--- config.mk ---
export PLATFORM = sky130hd
export DESIGN_NAME = mem_arbiter
export DESIGN_NICKNAME = d
export VERILOG_FILES = /design/src/rtl/cpu_pkg.sv /design/src/rtl/be_align_check.sv /design/src/rtl/mem_arbiter.sv
export SDC_FILE = /design/constraint.sdc
export NUM_CORES = 1
export LEC_CHECK = 0
export BUFFER_PORTS_ARGS = -buffer_cell sky130_fd_sc_hd__buf_2
export CORE_ASPECT_RATIO = 1.25
export CORE_UTILIZATION = 45
export DETAILED_ROUTE_END_ITERATION = 16
export PLACE_DENSITY_LB_ADDON = 0.2
export RECOVER_POWER = 50
export SLEW_MARGIN = 40
export SYNTH_ARGS = -nofsm -noshare
export SYNTH_HDL_FRONTEND = slang
export SYNTH_SLANG_ARGS = --single-unit
export TNS_END_PERCENT = 5
--- constraint.sdc ---
create_clock -name clk -period 3.3 [get_ports clk]
set_clock_uncertainty 0.1 [all_clocks]
set_input_delay 0.165 -clock clk [delete_from_list [all_inputs] [get_ports clk]]
set_output_delay 0.165 -clock clk [all_outputs]
set_load 0.02 [all_outputs]
--- src/rtl/cpu_pkg.sv ---
// Shared definitions for the RV32I core memory path: default widths,
// response owner encoding and the legal byte-enable masks.
package cpu_pkg;

    localparam int CPU_WORD_SIZE = 32;
    localparam int CPU_ADDR_SIZE = 10;

    localparam logic OWN_IF = 1'b0;
    localparam logic OWN_D  = 1'b1;

    localparam logic [3:0] BE_WORD    = 4'b1111;
    localparam logic [3:0] BE_HALF_LO = 4'b0011;
    localparam logic [3:0] BE_HALF_HI = 4'b1100;

    // Read response tag carried one cycle alongside the RAM access.
    typedef struct packed {
        logic owner;
        logic valid;
    } resp_tag_t;

endpackage

--- src/rtl/be_align_check.sv ---
// Legality of a byte-enable mask against the low address bits.
// Shared by the arbiter and the load/store unit.
module be_align_check
    import cpu_pkg::*;
(
    input  logic [3:0] be,
    input  logic [1:0] addr_lo,
    output logic       legal
);

    // Word needs a word-aligned address, halves need an even address,
    // single bytes go anywhere; every other mask is rejected.
    always_comb begin
        legal = 1'b0;
        case (be)
            BE_WORD:                            legal = (addr_lo == 2'b00);
            BE_HALF_LO, BE_HALF_HI:             legal = ~addr_lo[0];
            4'b0001, 4'b0010, 4'b0100, 4'b1000: legal = 1'b1;
            default:                            legal = 1'b0;
        endcase
    end

endmodule

--- src/rtl/mem_arbiter.sv ---
// Arbiter sharing one single-port synchronous RAM between instruction
// fetch and data access. Data side wins contention until fetch has lost
// STARVE_LIMIT consecutive cycles, then fetch is forced through.
module mem_arbiter
    import cpu_pkg::*;
#(
    parameter int WORD_SIZE    = CPU_WORD_SIZE,
    parameter int ADDR_SIZE    = CPU_ADDR_SIZE,
    parameter int STARVE_LIMIT = 4
) (
    input  logic                   clk,
    input  logic                   rst,

    input  logic                   if_req,
    input  logic [ADDR_SIZE-1:0]   if_addr,
    output logic                   if_gnt,
    output logic                   if_rvalid,
    output logic [WORD_SIZE-1:0]   if_rdata,

    input  logic                   d_req,
    input  logic                   d_we,
    input  logic [3:0]             d_be,
    input  logic [ADDR_SIZE-1:0]   d_addr,
    input  logic [WORD_SIZE-1:0]   d_wdata,
    output logic                   d_gnt,
    output logic                   d_rvalid,
    output logic [WORD_SIZE-1:0]   d_rdata,
    output logic                   d_misalign,

    output logic                   ram_en,
    output logic [3:0]             ram_we,
    output logic [ADDR_SIZE-3:0]   ram_addr,
    output logic [WORD_SIZE-1:0]   ram_wdata,
    input  logic [WORD_SIZE-1:0]   ram_rdata,

    output logic                   stall_if,
    output logic                   stall_mem
);

    localparam logic [3:0] LIMIT = 4'(STARVE_LIMIT);

    logic [3:0]           starve_cnt;
    logic                 starved;
    logic                 d_legal;
    logic                 d_access;
    logic                 rd_grant;
    resp_tag_t            tag;
    logic                 misalign_q;
    logic                 if_take;
    logic                 d_take;
    logic [WORD_SIZE-1:0] if_rdata_q;
    logic [WORD_SIZE-1:0] d_rdata_q;

    // Fetch addresses are always word aligned; the low bits carry nothing.
    logic unused_if_addr_lo;
    assign unused_if_addr_lo = ^if_addr[1:0];

    be_align_check u_be_check (
        .be      (d_be),
        .addr_lo (d_addr[1:0]),
        .legal   (d_legal)
    );

    assign starved = (starve_cnt == LIMIT);

    // Grants are mutually exclusive and suppressed entirely during reset.
    assign if_gnt    = ~rst & if_req & (~d_req | starved);
    assign d_gnt     = ~rst & d_req & ~(if_req & starved);
    assign stall_if  = ~rst & if_req & ~if_gnt;
    assign stall_mem = ~rst & d_req & ~d_gnt;

    // A misaligned data request is accepted but never touches the RAM.
    assign d_access = d_gnt & d_legal;
    assign rd_grant = if_gnt | (d_access & ~d_we);

    // Drive the RAM from whichever side owns this cycle.
    always_comb begin
        ram_en    = 1'b0;
        ram_we    = 4'b0000;
        ram_addr  = '0;
        ram_wdata = '0;
        if (!rst) ram_wdata = d_wdata;
        if (d_access) begin
            ram_en   = 1'b1;
            ram_addr = d_addr[ADDR_SIZE-1:2];
            if (d_we) ram_we = d_be;
        end else if (if_gnt) begin
            ram_en   = 1'b1;
            ram_addr = if_addr[ADDR_SIZE-1:2];
        end
    end

    // Count consecutive cycles fetch was left waiting; a fetch grant clears it.
    always_ff @(posedge clk) begin
        if (rst)                        starve_cnt <= 4'd0;
        else if (if_gnt)                starve_cnt <= 4'd0;
        else if (if_req && !starved)    starve_cnt <= starve_cnt + 4'd1;
    end

    // Tag each read with its owner; also remember misaligned acceptances.
    always_ff @(posedge clk) begin
        if (rst) begin
            tag        <= '0;
            misalign_q <= 1'b0;
        end else begin
            tag.valid  <= rd_grant;
            tag.owner  <= d_gnt ? OWN_D : OWN_IF;
            misalign_q <= d_gnt & ~d_legal;
        end
    end

    // Reset gates the returning response so a read in flight is dropped.
    assign if_take = ~rst & tag.valid & (tag.owner == OWN_IF);
    assign d_take  = ~rst & tag.valid & (tag.owner == OWN_D);

    // Hold each side's last read word so the non-owner output stays stable.
    always_ff @(posedge clk) begin
        if (rst) begin
            if_rdata_q <= '0;
            d_rdata_q  <= '0;
        end else begin
            if (if_take) if_rdata_q <= ram_rdata;
            if (d_take)  d_rdata_q  <= ram_rdata;
        end
    end

    assign if_rvalid  = if_take;
    assign d_rvalid   = d_take;
    assign if_rdata   = rst ? '0 : (if_take ? ram_rdata : if_rdata_q);
    assign d_rdata    = rst ? '0 : (d_take ? ram_rdata : d_rdata_q);
    assign d_misalign = ~rst & misalign_q;

endmodule

==> flow_metrics.tcl <==
set metrics [dict create \
    fillers 545 \
    clkTransAtPathRegs_ns 0.07 \
    clk_latency_ns 0.33 \
    min_from "if_req" \
    drive_gt1_share_pct 32.2 \
    timing_worst_setup_path_type "register to output port" \
    critPathCaptureType "output port" \
    status "finished, final reports clean" \
    finalWirelength_mm 8.97 \
    powerDensity_nw_per_um2 450 \
    yosysMostFrequentCell "nand2_1" \
    reg2reg_slack_ns 1.38 \
    seqPwrFrac_pct 41.5 \
    startpoint_type "register" \
    synthFlopType "dfxtp_1" \
    rsz0062_at_grt "no" \
    ios 209 \
    synth_area_leaders "dfxtp_1, nand2_1, nand3b_1" \
    root_buffer "clkbuf_8" \
    cp_max_fo 10 \
    hold_viol 0 \
    hold_ws_ns 0.0438 \
    grt_pass1_vias 3210 \
    min_period_ns 2.53 \
    grt_pass1_wl_mm 14.2 \
    die_width_um 76.7 \
    place_congestion 0.812 \
    ys_seq_area_share_pct 45.3 \
    hold_class "input port to register" \
    tightest_slew_ns 1.11 \
    netlist_area_um2 3140 \
    clk_path_buf_depth 2 \
    yosys.area.top_type "dfxtp_1" \
    finalPower_uw 2140 \
    reg2reg_depth 6 \
    met3_usage_pct 5.45 \
    met2_usage_pct 46.4 \
    synth_cell_type_count 31 \
    synth-edff-count 0 \
    grt_max_degree 103 \
    via_per_inst 4.77 \
    grt_use_met1_pct 26.1 \
    grt_util_all_layers_pct 24.8 \
    top_usage_layer "met2" \
    grt.overflow.total 0 \
    slew_violations 0 \
    cts_made_buffers 9 \
    cts.sinks 71 \
    r2r-start "starve_cnt[0]" \
    hpwl_mm 6.14 \
    h-tree-depth 3 \
    pwr-share-comb_pct 14.8 \
    tritoncts "built" \
    fin_nets 721 \
    slew_headroom_pct 26.1 \
    cp.arrival_ns 2.26 \
    min_path_cells 3 \
    die-height_um 95.3 \
    swShare_pct 23.5 \
    cts_setup_buffers 0 \
    finalCritPeriodShare_pct 76.5 \
    start_util_pct 47.2 \
    tns_ns 0 \
    multiInputGateArea_um2 1580 \
    synth_top_cell_area_share_pct 45.3 \
    grt_antenna_before_repair 0 \
    irDropWorstVdd_v 0.000250 \
    wire_per_inst_um 12.5 \
    drc 0 \
    critical_path_required_ns 3.03 \
    ant_nets 0 \
    num_vias 3428 \
    drtPass1Iterations 4 \
    n_antenna_cell 0 \
    avgSynthCellArea_um2 7.90 \
    max_freq_mhz 396 \
    syn2layout_area_growth_pct 51.7 \
    yosys_warnings 0 \
    p_int_uw 1640 \
    clkPwrFrac_pct 43.7 \
    ys_ff_latch 71 \
    core_region_area_um2 6650 \
    drt_iter0_drc 108 \
    die_area_um2 7310 \
    max-cap-violations 0 \
    row_count 33 \
    synthTopCellsByCount "nand2_1, dfxtp_1, o21ai_0" \
    min_to "starve_cnt[1]" \
    seq_area_um2 1420 \
    portBuffers 206 \
    async_reset_ff_share_pct 0 \
    p_leak_uw 0.00236 \
    rr_endpoint "misalign_q" \
    finalSetupViolations 0 \
    synth_cells 397 \
    syn-num-nets 492 \
    p_switching_uw 504 \
]
cells by family after synthesis:
| group | synth area share [%] |
|---|---|
| and+or+nand+nor | 38.8 |
| DFF | 45.3 |
| AOI/OAI and AO/OA | 9.89 |
| buffers and inverters | 4.35 |
| xor gates and xnor gates | 0.838 |
| adders and majority gates | 0.798 |
worst max-delay path: stages, from the launching register on:
cell,delay (ns)
dfxtp_1,0.33
inv_1,0.09
ha_1,0.15
nand3b_1,0.21
o21bai_1,0.56
inv_2,0.19
nand2_1,0.11
o21ai_0,0.08
buf_2,0.20
power groups by stage:
stage / Sequential, uW / Clock [uW] / Combinational, uW
CTS: 889 / 955 / 323
global placement: 908 / 0 / 287
finish: 889 / 937 / 317
detailed placement: 909 / 0 / 292
floorplan: 907 / 0 / 171
global route: 891 / 994 / 344
cells in the final DEF (no fill, tap or decap), types with 4 or more instances in the layout:
cell	n
buf_2	173
bufinv_16	4
clkbuf_1	34
clkbuf_8	11
dfxtp_1	71
dlygate4sd3_1	33
inv_1	5
nand2_1	119
nand2b_1	34
nand3b_1	34
nor2_1	5
nor2b_1	33
nor3_1	6
o21ai_0	35
o21ai_2	6
through the flow:
step | cell area, um^2 | utilization (%) | cells | setup slack, ns
2_1_floorplan | 3140 | - | 397 | 1.38
3_3_place_gp | 4200 | 63.2 | 669 | 1.19
3_5_place_dp | 4200 | 63.2 | 669 | 1.14
4_1_cts | 4810 | 72.4 | 718 | 0.884
5_1_grt | 4760 | 71.6 | 718 | 0.520
6_report | 4760 | 71.6 | 718 | 0.774
area by class of cell:
| type | count | share of cell area, % |
|---|---|---|
| clock buffer | 11 | 3.18 |
| clock inverter | 5 | 2.68 |
| inverter | 7 | 0.552 |
| multi-input combinational | 294 | 33.1 |
| sequential | 71 | 29.9 |
| tap | 87 | 2.29 |
| timing repair buffer | 243 | 28.3 |
state kept, by name (all words and copies together) (netlist names):
signal      count
d_rdata_q      32
misalign_q      1
if_rdata_q     32
starve_cnt      4
tag             2
per-layer routing:
metal | share of wire [%] | routed length [um]
met1 | 39 | 3540
met2 | 52 | 4690
met3 | 5.3 | 476
met4 | 2.9 | 259
met5 | 0 | 0
what timing repair did:
item,in CTS,in global routing
resized for setup,0,0
hold endpoints to repair,63,0
endpoints found under the setup margin,0,0
hold buffers,33,0
worst max-delay path by stage:
stage	startpoint	end	cells after the start
2_1_floorplan	starve_cnt[0]	ram_addr[0]	7
3_3_place_gp	rst	if_rdata[31]	6
3_5_place_dp	rst	ram_addr[0]	8
4_1_cts	starve_cnt[0]	ram_addr[0]	9
5_1_grt	starve_cnt[0]	ram_addr[0]	8
6_report	starve_cnt[0]	ram_addr[0]	8
(Power assumes the default switching activity.)
